===== src/rtl/sound_pkg.sv =====
// sound_pkg: shared state encoding, sample lengths and source indices for the sound arbiter.
package sound_pkg;
  localparam int SAMPLE_BITS = 3;
  localparam int DUR_W = 24;
  localparam int SRC_PADDLE = 0;
  localparam int SRC_WALL = 1;
  localparam int SRC_BLOCK = 2;
  localparam int SRC_LIFE = 3;
  localparam int SRC_GAMEOVER = 4;
  typedef enum logic [1:0] {IDLE, TRIG, PLAY} state_t;
  // Sample lengths in CLK cycles; these must track the sample bank contents.
  localparam logic [DUR_W-1:0] DURATION [8] = '{
    24'd100, 24'd8, 24'd12, 24'd20, 24'd40, 24'd0, 24'd0, 24'd0
  };
  // A zero-length entry still plays for one cycle so the counter never underflows.
  function automatic logic [DUR_W-1:0] dur_of(input logic [SAMPLE_BITS-1:0] s);
    return DURATION[s] == '0 ? DUR_W'(1) : DURATION[s];
  endfunction
endpackage


===== src/rtl/sound_arbiter_prio_encoder.sv =====
// prio_encoder: index of the highest set request bit plus a valid flag.
module prio_encoder #(
  parameter int N = 5,
  parameter int W = 3
) (
  input  logic [N-1:0] pend,
  output logic [W-1:0] idx,
  output logic         valid
);
  always_comb begin
    idx = '0;
    for (int i = 0; i < N; i++) idx = pend[i] ? W'(i) : idx;
    valid = |pend;
  end
endmodule


===== src/rtl/sound_arbiter.sv =====
// sound_arbiter: priority arbiter from game events to sample-bank select/trigger,
// with coalescing, preemption by higher sources and mute.
module sound_arbiter #(
  parameter int NUM_SRC = 5,
  parameter int SAMPLE_BITS = sound_pkg::SAMPLE_BITS,
  parameter int DUR_BITS = 24
) (
  input  logic                   CLK,
  input  logic                   RESET,
  input  logic [NUM_SRC-1:0]     REQ,
  input  logic                   MUTE,
  output logic [SAMPLE_BITS-1:0] AUDIO_SELECT,
  output logic                   AUDIO_TRIGGER,
  output logic                   BUSY
);
  import sound_pkg::*;
  localparam int PW = sound_pkg::SAMPLE_BITS;
  state_t state;
  logic [NUM_SRC-1:0] pending, clr;
  logic [DUR_BITS-1:0] cnt;
  logic [SAMPLE_BITS-1:0] grant;
  logic valid, launch;
  prio_encoder #(.N(NUM_SRC), .W(SAMPLE_BITS)) u_enc (
    .pend(pending),
    .idx(grant),
    .valid(valid)
  );
  // Start a new sound from idle, at end of play, or when a strictly higher source preempts.
  always_comb begin
    launch = !MUTE && valid && (state == IDLE || grant > AUDIO_SELECT || (state == PLAY && cnt == '0));
    clr = launch ? NUM_SRC'(1) << grant : '0;
  end
  always_ff @(posedge CLK or posedge RESET) begin
    if (RESET) begin
      state <= IDLE;
      pending <= '0;
      cnt <= '0;
      AUDIO_SELECT <= '0;
      AUDIO_TRIGGER <= 1'b0;
      BUSY <= 1'b0;
    end else begin
      pending <= MUTE ? '0 : (pending & ~clr) | REQ;
      AUDIO_TRIGGER <= launch;
      if (launch) begin
        state <= TRIG;
        AUDIO_SELECT <= grant;
        BUSY <= 1'b1;
      end else if (MUTE || state == IDLE || (state == PLAY && cnt == '0)) begin
        state <= IDLE;
        BUSY <= 1'b0;
      end else if (state == TRIG) begin
        state <= PLAY;
        cnt <= DUR_BITS'(dur_of(PW'(AUDIO_SELECT))) - DUR_BITS'(1);
      end else begin
        cnt <= cnt - DUR_BITS'(1);
      end
    end
  end
endmodule


===== config.mk =====
export PLATFORM = sky130hd
export DESIGN_NAME = sound_arbiter
export DESIGN_NICKNAME = d
export VERILOG_FILES = /design/src/rtl/sound_pkg.sv /design/src/rtl/sound_arbiter_prio_encoder.sv /design/src/rtl/sound_arbiter.sv
export SDC_FILE = /design/constraint.sdc
export NUM_CORES = 1
export LEC_CHECK = 0
export ABC_AREA = 1
export ABC_CLOCK_PERIOD_IN_PS = 4800
export BUFFER_PORTS_ARGS = -buffer_cell sky130_fd_sc_hd__buf_4
export CELL_PAD_IN_SITES_DETAIL_PLACEMENT = 0
export CELL_PAD_IN_SITES_GLOBAL_PLACEMENT = 1
export CORE_ASPECT_RATIO = 0.9
export CORE_MARGIN = 1
export CORE_UTILIZATION = 40
export CTS_CLUSTER_DIAMETER = 40
export DETAILED_ROUTE_END_ITERATION = 7
export PLACE_DENSITY = 0.73
export SYNTH_ARGS = -nofsm -noshare
export SYNTH_HDL_FRONTEND = slang
export SYNTH_SLANG_ARGS = --single-unit

===== constraint.sdc =====
create_clock -name CLK -period 4.8 [get_ports CLK]
set_input_delay 0.96 -clock CLK [delete_from_list [all_inputs] [get_ports CLK]]
set_output_delay 0.96 -clock CLK [all_outputs]
set_load 0.03 [all_outputs]

==> results.md <==
- Status: finished, final reports clean
- Mapped Cells: 433
- Worst path arrival time: between 2000 and 3000 ps
- Cell area after layout: around 0.0030 mm2
- CTS tree: done
- Vias in the first global route: roughly 2500
- Critical Path Sink Type: flip-flop
- Max-cap viol count: 0
- Netlist cell types: 30
- Sequential-to-total area share from yosys stat: 0.324
- Syn. warnings: 0
- Met3 wire length: between 150 and 200 um
- Syn Area/Cell: between 6 and 7 um2
- Met1 wire length: 4.10 mm
- Via count: between 2000 and 3000
- Layout Cells excl Fill: 536
- # DRC: 0
- Row cnt: 28
- Critical Path RT: 4980 ps
- CTS Buf Count: 5
- P_leak: around 1.7 nW
- Largest net degree at the start of global routing: 37
- CTS Hold Bufs: 0
- RSZ-0062 raised after global routing: no
- Root buffer cell: clkbuf_8
- Die Y: 81.1 um
- DP HPWL: 5.40 mm
- Yosys top cell by area: dfrtp_1
- WL final: 7.24 mm
- Pre-CTS setup slack: 2080 ps
- Global route overflow: 0
- Synthesized area: 0.00278 mm2
- Fin crit period: 2720 ps
- Final setup fails: 0
- Fin crit share: 0.567
- Clock skew: 6.06 ps
- EDFF count, synth: 0
- Dpl cells: 528
- Drt first pass iters: 4
- Placed Area: 0.00293 mm2
- Pwr Total: 2.25 mW
- CTS max path bufs: 2
- Critical path startpoint category: flip-flop
- Nets: 461
- Most common cell after layout, fill and taps aside: nand2_1
- Area delta synth->final: 8.81%
- Met2 WL: 2.93 mm
- Hold Crit Class: reg -> reg
- # clock sinks: 36
- Synth area leaders: dfrtp_1 32%, nand2_1 22%, inv_1 7.4%
- Die area: 0.00729 mm2
- Worst skew pair latency: ~290 ps
- Final hold slack: 485 ps
- Worst-path maximum fanout: 31
- Max VDD drop: between 0.0002 and 0.00025 V
- Slew Viols, Final: 0
- WL/cell: 13.5 um
- Power per cell area: 743 mW/mm2
- Multi-input gate area: 0.00160 mm2
- Fmax: 368 MHz
- Io pins: 13
- Most frequent cells in the layout: 164 x nand2_1, 55 x inv_1, 51 x nor2_1
- Syn Nets: 449
- Die width: 89.9 um
- Final Worst Setup Slack: 2080 ps
- Worst slew pin tran: 643 ps
- Number of port buffers: 12
- CP Class: reg -> reg
- Post-CTS Repair Setup Buffers: 0
- Starting Density: 0.418
- Filler cells: between 700 and 800
- Post-route ant nets: 0
- Max transition margin: 0.570
- Synth Register Bits: 36
- Final setup TNS: 0 ps
- Util after Layout: 0.455
- Count of final hold-check violations: 0
- Post_cts resized: 0
- Synth top area share: 0.324
- Drt via density: about 4.8
- H-tree Lvls: 2
- GPL Wtd Cong: 0.863
- Max Used Layer: met4
- Core area: 0.00666 mm2
- GRT Util Overall: 0.217
- Ratio of cells with drive above 1 in the final layout: 0.121
- Fraction of registers with async set/reset: 1.00
- First-pass GRT wire length: roughly 12 mm
- Reg area: ~900 um2
- Initial antenna violation count: 0
- Top FF cell, synth: dfrtp_1
- Antenna cells: 0
- Clk pin slew, worst setup/hold paths: 80 ps
- DRT iter0 DRCs: 135
Yosys cell counts (2+ instances only):
cell	number
inv_1	55
nor2_1	51
buf_6	3
o21ai_1	4
nand2_4	2
buf_2	5
nand2_1	164
inv_2	4
nand3b_1	6
nor2_4	3
ha_1	8
dfrtp_1	36
a21oi_1	8
nor2_2	6
nand3_1	20
nand4_1	11
nor3_2	2
nand2_2	13
o21ai_0	16
xor2_1	6
cell families after synthesis:
group                      synth area share
and+or+nand+nor                       0.449
buffers and inverters                 0.102
DFF                                   0.324
AOI/OAI and AO/OA                    0.0675
adders and majority gates            0.0360
xor gates and xnor gates             0.0220
cell type report:
| type | instances | area share |
|---|---|---|
| well taps | 90 | 0.0372 |
| flip-flops and latches | 36 | 0.298 |
| inverters | 60 | 0.0744 |
| repair buffers | 13 | 0.0322 |
| clock inverters | 1 | 0.00248 |
| multi-input cells | 329 | 0.528 |
| clock buffers | 7 | 0.0285 |
flip-flops by register name (all words and copies together), names as in the netlist:
name	count
AUDIO_SELECT	3
AUDIO_TRIGGER	1
BUSY	1
cnt	24
pending	5
state	2
power breakdown:
group          total [mW]  switching, mW  internal (mW)
Sequential          0.515          0.105          0.410
Combinational        1.50           1.04          0.458
Clock               0.235          0.118          0.117
Total                2.25           1.26          0.985
final timing paths:
| check | to | start | cells past startpoint | slack, ps |
|---|---|---|---|---|
| max | cnt[9] | pending[2] | 12 | 2080 |
| min | cnt[20] | cnt[20] | 2 | 480 |
| max reg2reg | cnt[9] | pending[2] | 12 | 2080 |
| min reg2reg | cnt[20] | cnt[20] | 2 | 480 |
| max in group asynchronous | cnt[11] | RESET | 3 | 3670 |
| min in group asynchronous | cnt[21] | RESET | 3 | 780 |
routing by layer:
metal	GRT usage	vias to the layer above
li1	-	1362
met1	0.323	1197
met2	0.335	29
met3	0.0281	5
met4	0.0484	0
met5	0	-
worst max-delay path, stage by stage (launching register included):
cell	delay [ps]
dfrtp_1	400
nor2_1	220
nor2_1	120
ha_1	300
nand2_1	50
o21ai_0	140
a21oi_1	90
nand2_2	120
nand2_2	140
nand2_2	490
inv_2	310
nand2_1	150
nand2_1	60
Note: power is estimated with default switching activity, not from simulation.
